`config.mk`:
```
export PLATFORM = sky130hd
export DESIGN_NAME = video_timing_generator
export DESIGN_NICKNAME = d
export VERILOG_FILES = /design/src/rtl/video_timing_generator.sv
export SDC_FILE = /design/constraint.sdc
export NUM_CORES = 1
export LEC_CHECK = 0
export BUFFER_PORTS_ARGS = -buffer_cell sky130_fd_sc_hd__clkbuf_2
export CAP_MARGIN = 15
export CORE_UTILIZATION = 25
export CTS_BUF_LIST = sky130_fd_sc_hd__clkbuf_8
export CTS_CLUSTER_DIAMETER = 120
export CTS_CLUSTER_SIZE = 25
export DETAILED_ROUTE_END_ITERATION = 6
export GPL_TIMING_DRIVEN = 0
export PLACE_DENSITY = 0.42
export SLEW_MARGIN = 25
export SYNTH_ARGS = -nofsm -noshare
export SYNTH_HDL_FRONTEND = slang
export SYNTH_SLANG_ARGS = --single-unit
```
`constraint.sdc`:
```
create_clock -name Clock -period 2.44 [get_ports Clock]
set_input_delay 0.122 -clock Clock [delete_from_list [all_inputs] [get_ports Clock]]
set_output_delay 0.122 -clock Clock [all_outputs]
set_load 0.02 [all_outputs]
```
`src/rtl/video_timing_generator.sv`:
```
// Raster timing generator for the SXGA060 OLED test-image path.
// Emits registered x/y/DE/HSync/VSync/FrameStart from a blanking-first
// hc/vc scan, plus a one-hot ImageState that rotates on frame boundaries
// (auto-advance every FRAMES_PER_IMAGE frames, or on a NextImage request).
module video_timing_generator #(
    parameter int WIDTH            = 1280,
    parameter int HEIGHT           = 1024,
    parameter int H_FP             = 48,
    parameter int H_SYNC           = 112,
    parameter int H_BP             = 248,
    parameter int V_FP             = 1,
    parameter int V_SYNC           = 3,
    parameter int V_BP             = 38,
    parameter int FRAMES_PER_IMAGE = 120
) (
    input  logic        Clock,
    input  logic        Reset,
    input  logic        Hold,
    input  logic        NextImage,
    output logic [11:0] x,
    output logic [11:0] y,
    output logic        DE,
    output logic        HSync,
    output logic        VSync,
    output logic        FrameStart,
    output logic [3:0]  ImageState
);

    localparam logic [11:0] H_BLANK = 12'(H_FP + H_SYNC + H_BP);
    localparam logic [11:0] H_LAST  = 12'(H_FP + H_SYNC + H_BP + WIDTH - 1);
    localparam logic [11:0] V_BLANK = 12'(V_FP + V_SYNC + V_BP);
    localparam logic [11:0] V_LAST  = 12'(V_FP + V_SYNC + V_BP + HEIGHT - 1);
    localparam logic [11:0] HS_BEG  = 12'(H_FP);
    localparam logic [11:0] HS_END  = 12'(H_FP + H_SYNC);
    localparam logic [11:0] VS_BEG  = 12'(V_FP);
    localparam logic [11:0] VS_END  = 12'(V_FP + V_SYNC);
    localparam logic [11:0] FC_LAST = 12'(FRAMES_PER_IMAGE - 1);
    localparam logic [11:0] BLANK   = 12'hfff;

    // Scan and image-select state
    logic [11:0] hc_q, hc_d;
    logic [11:0] vc_q, vc_d;
    logic [11:0] fc_q, fc_d;
    logic        pend_q, pend_d;
    logic [3:0]  img_q, img_d;

    // Output registers
    logic [11:0] x_q, x_d;
    logic [11:0] y_q, y_d;
    logic        de_q, de_d;
    logic        hs_q, hs_d;
    logic        vs_q, vs_d;
    logic        fs_q, fs_d;
    logic [3:0]  ims_q;

    logic h_act, v_act, h_last, v_last, boundary, req;
    logic [3:0] img_rot;

    // Next-state for the scan counters, outputs and image rotation
    always_comb begin
        h_act    = (hc_q >= H_BLANK);
        v_act    = (vc_q >= V_BLANK);
        h_last   = (hc_q == H_LAST);
        v_last   = (vc_q == V_LAST);
        boundary = h_last && v_last;
        // A request arriving on the boundary cycle itself still counts.
        req      = pend_q || NextImage;
        img_rot  = {img_q[2:0], img_q[3]};

        // y holds through the leading horizontal blanking of each active line
        // so the pattern generator can precompute its gray level.
        y_d  = v_act ? (vc_q - V_BLANK) : BLANK;
        x_d  = (h_act && v_act) ? (hc_q - H_BLANK) : BLANK;
        de_d = h_act && v_act;
        hs_d = (hc_q >= HS_BEG) && (hc_q < HS_END);
        vs_d = (vc_q >= VS_BEG) && (vc_q < VS_END);
        fs_d = (hc_q == 12'd0) && (vc_q == 12'd0);

        hc_d = h_last ? 12'd0 : (hc_q + 12'd1);
        vc_d = vc_q;
        if (h_last) begin
            vc_d = v_last ? 12'd0 : (vc_q + 12'd1);
        end

        img_d  = img_q;
        fc_d   = fc_q;
        pend_d = req;
        if (boundary) begin
            if (req) begin
                // Request and auto-advance together still yield one step.
                img_d  = img_rot;
                fc_d   = 12'd0;
                pend_d = 1'b0;
            end else if (fc_q == FC_LAST) begin
                if (!Hold) begin
                    img_d = img_rot;
                    fc_d  = 12'd0;
                end
            end else begin
                fc_d = fc_q + 12'd1;
            end
        end
    end

    // Scan counters, frame counter, pending request and current image
    always_ff @(posedge Clock) begin
        if (Reset) begin
            hc_q   <= 12'd0;
            vc_q   <= 12'd0;
            fc_q   <= 12'd0;
            pend_q <= 1'b0;
            img_q  <= 4'b0001;
        end else begin
            hc_q   <= hc_d;
            vc_q   <= vc_d;
            fc_q   <= fc_d;
            pend_q <= pend_d;
            img_q  <= img_d;
        end
    end

    // Output registers; ImageState lags img_q one cycle so a new image
    // appears together with FrameStart.
    always_ff @(posedge Clock) begin
        if (Reset) begin
            x_q   <= BLANK;
            y_q   <= BLANK;
            de_q  <= 1'b0;
            hs_q  <= 1'b0;
            vs_q  <= 1'b0;
            fs_q  <= 1'b0;
            ims_q <= 4'b0001;
        end else begin
            x_q   <= x_d;
            y_q   <= y_d;
            de_q  <= de_d;
            hs_q  <= hs_d;
            vs_q  <= vs_d;
            fs_q  <= fs_d;
            ims_q <= img_q;
        end
    end

    assign x          = x_q;
    assign y          = y_q;
    assign DE         = de_q;
    assign HSync      = hs_q;
    assign VSync      = vs_q;
    assign FrameStart = fs_q;
    assign ImageState = ims_q;

endmodule

```
==> impl_metrics.env <==
export IMPL_drt_met1_wl_um=3390
export IMPL_grt_pass1_wl_um=11800
export IMPL_drt_pass1_iter_count=4
export IMPL_r2r_slack_ns=0.22
export IMPL_critical_path_max_stage_delay_ns=0.47
export IMPL_cp_required_ns=2.67
export IMPL_synth_edf_count=0
export IMPL_start_kind="flip-flop"
export IMPL_maxSlewHeadroom=0.619
export IMPL_final_cell_count_no_fill=583
export IMPL_power_w=0.00238
export IMPL_pre_cts_ws_ns=0.234
export IMPL_netlist_area_um2=3310
export IMPL_worst_pin_slew_ns=0.572
export IMPL_critPathKind="reg -> reg"
export IMPL_avgRoutedWirePerCell_um=12.0
export IMPL_highest_layer="met4"
export IMPL_r2r_start="vc_q[3]"
export IMPL_drtIter0Drc=89
export IMPL_yosysTopAreaCell="dfxtp_1"
export IMPL_area_growth_pct=18.8
export IMPL_reg2regPathDepth=7
export IMPL_cts_tree="done"
export IMPL_vdd_ir_drop_max_mv=0.292
export IMPL_clock_path_buffers=2
export IMPL_cts_resized_gates=0
export IMPL_ys_seq_area_frac=0.442
export IMPL_postRouteAntennaNets=0
export IMPL_die_w_um=117
export IMPL_start_util=0.259
export IMPL_yosysWarnings=0
export IMPL_synth_most_common_cell="dfxtp_1"
export IMPL_fp_coreArea_um2=12800
export IMPL_synth_flop_cell="dfxtp_1"
export IMPL_grt_overflow_total=0
export IMPL_fp_row_count=41
export IMPL_grt_pass1_vias=2359
export IMPL_htree_levels=3
export IMPL_grt_max_degree=13
export IMPL_fin_skew_ns=0.00833
export IMPL_drv_cap=0
export IMPL_rsz0062_at_grt="false"
export IMPL_status="completed"
export IMPL_hp_start="Reset"
export IMPL_vias_per_cell=4.33
export IMPL_period_share=0.909
export IMPL_p_leak_nw=1.55
export IMPL_hold_end="y[4]"
export IMPL_crit_path_end_kind="flip-flop"
export IMPL_insertion_delay_ns=0.35
export IMPL_dr_wl_met3_um=320
export IMPL_synth_async_reset_ratio=0
export IMPL_path_cells="clkbuf_1, o21a_1, o21ai_1, a31oi_1, o41a_1, buf_6, nand3_1"
export IMPL_fin_crit_ns=2.22
export IMPL_die_height_um=117
export IMPL_setup_viol=0
export IMPL_path_clk_slew_ns=0.08
export IMPL_wl_um=7010
export IMPL_ys_ff_latch=73
export IMPL_root_buffer="clkbuf_8"
export IMPL_antenna_found_initial=0
export IMPL_post_cts_repair_setup_buffers=0
export IMPL_critPathArrivalTime_ns=2.45
export IMPL_portBuffers=35
export IMPL_ios=36
export IMPL_synth_top_area_share=0.442
export IMPL_syn_nets=375
export IMPL_cts_buffers=9
export IMPL_diodes=0
export IMPL_clock_sinks=73
export IMPL_vias=2526
export IMPL_synthCells=361
export IMPL_r2r_end="x[6]"
export IMPL_layout_drive_gt1_share=0.204
export IMPL_power_density_nw_per_um2=605
export IMPL_fmax_ghz=0.451
export IMPL_syn_avg_cell_area_um2=9.16
export IMPL_gr_usage_all_layers=0.114
export IMPL_hp_class="in -> reg"
export IMPL_final_nets=421
export IMPL_synthTopCellsByArea="dfxtp_1, xnor2_1, nand2_1, nor2_1, xor2_1"
export IMPL_final_hold_violation_count=0
export IMPL_post_place_cells=568
export IMPL_setup_slack_ns=0.221
export IMPL_fin_setup_tns_ns=0
export IMPL_synth_cell_types=54
export IMPL_whs_path_depth=3
export IMPL_finalMaxSlewViolations=0
export IMPL_cp_max_fo=10
export IMPL_gp_congestion=0.768
export IMPL_wl_met2_um=3160
export IMPL_synth_common_cells="dfxtp_1, nand2_1, nor2_1, xnor2_1, nor3_1"
export IMPL_dp_hpwl_um=5040
export IMPL_critPathSlowestCell="a31oi_1"
export IMPL_fill_cells=1370
export IMPL_die_area_um2=13700
export IMPL_post_route_util=0.308
export IMPL_drc_errors=0
export IMPL_cts_hold_buffers=0
[area by class of cell]
type | count | area (um2) | area share
multi-input cells | 259 | 1700 | 0.433
flip-flops and latches | 73 | 1460 | 0.372
well taps | 172 | 215 | 0.0548
repair buffers | 35 | 175 | 0.0446
clock buffers | 9 | 124 | 0.0315
plain buffers | 21 | 113 | 0.0287
clock inverters | 6 | 108 | 0.0274
inverters | 8 | 30.0 | 0.00764
[state kept, by name, indices dropped and copies added (netlist names), 4 cells and up]
| name | cells |
|---|---|
| fc_q | 12 |
| hc_q | 12 |
| vc_q | 12 |
| x | 12 |
| y | 12 |
| ImageState | 4 |
| img_q | 4 |
[power by group]
part / switching (W) / internal (W) / total [W]
clock network: 0.000444 / 0.000669 / 0.00111
logic: 0.0000368 / 0.0000200 / 0.0000568
registers: 0.00000701 / 0.00120 / 0.00121
total: 0.000488 / 0.00189 / 0.00238
[cells in the final DEF, fill, tap and decap left out, types with 7 or more instances in the layout]
cell and n:
xor2_1 15, dfxtp_1 73, inv_1 8, nand3_1 9, nand2_1 42, xnor2_1 20, nor2_1 39, buf_2 9
a21oi_1 7, clkbuf_1 8, clkbuf_8 9, ha_1 10, clkbuf_2 35, nand4_1 10, o21ai_0 8, nor3_1 17
and3_1 8
[critical path, delay by kind of cell, from the launching register on]
family	cells	cell delay (ns)
compound gates	4	1.20
buf+inv	2	0.50
flops	1	0.31
simple gates	1	0.09
[per-layer routing]
metal	up-vias	track usage
met2	49	0.172
met5	-	0
li1	1312	-
met1	1153	0.151
met4	0	0.0506
met3	12	0.0350
[through the flow]
stage          hold slack (ns)  cell area (um2)
6_report                0.0785             3930
5_1_grt                 0.0561             3930
4_1_cts                 0.0503             3930
3_5_place_dp             0.425             3700
3_3_place_gp             0.435             3700
2_1_floorplan            0.253             3310
[worst max-delay path by stage]
stage                  from  slack, ns  depth (start not counted)  endpoint
finish              vc_q[3]       0.22                          7      x[6]
global route        vc_q[4]       0.09                          6      x[6]
CTS                 vc_q[3]       0.22                          7      x[6]
detailed placement  vc_q[3]       0.23                          7      x[6]
global placement    vc_q[3]       0.22                          7      x[6]
floorplan           vc_q[1]       0.68                          7   fc_q[5]
[cells by family after synthesis]
group | Yosys count | share of synthesized area
and+or+nand+nor | 178 | 0.304
DFF | 73 | 0.442
xor gates and xnor gates | 35 | 0.0927
AOI/OAI and AO/OA | 33 | 0.0704
buffers and inverters | 29 | 0.0431
adders and majority gates | 10 | 0.0378
muxes | 3 | 0.00984
Power figures use the tool's default switching activity.
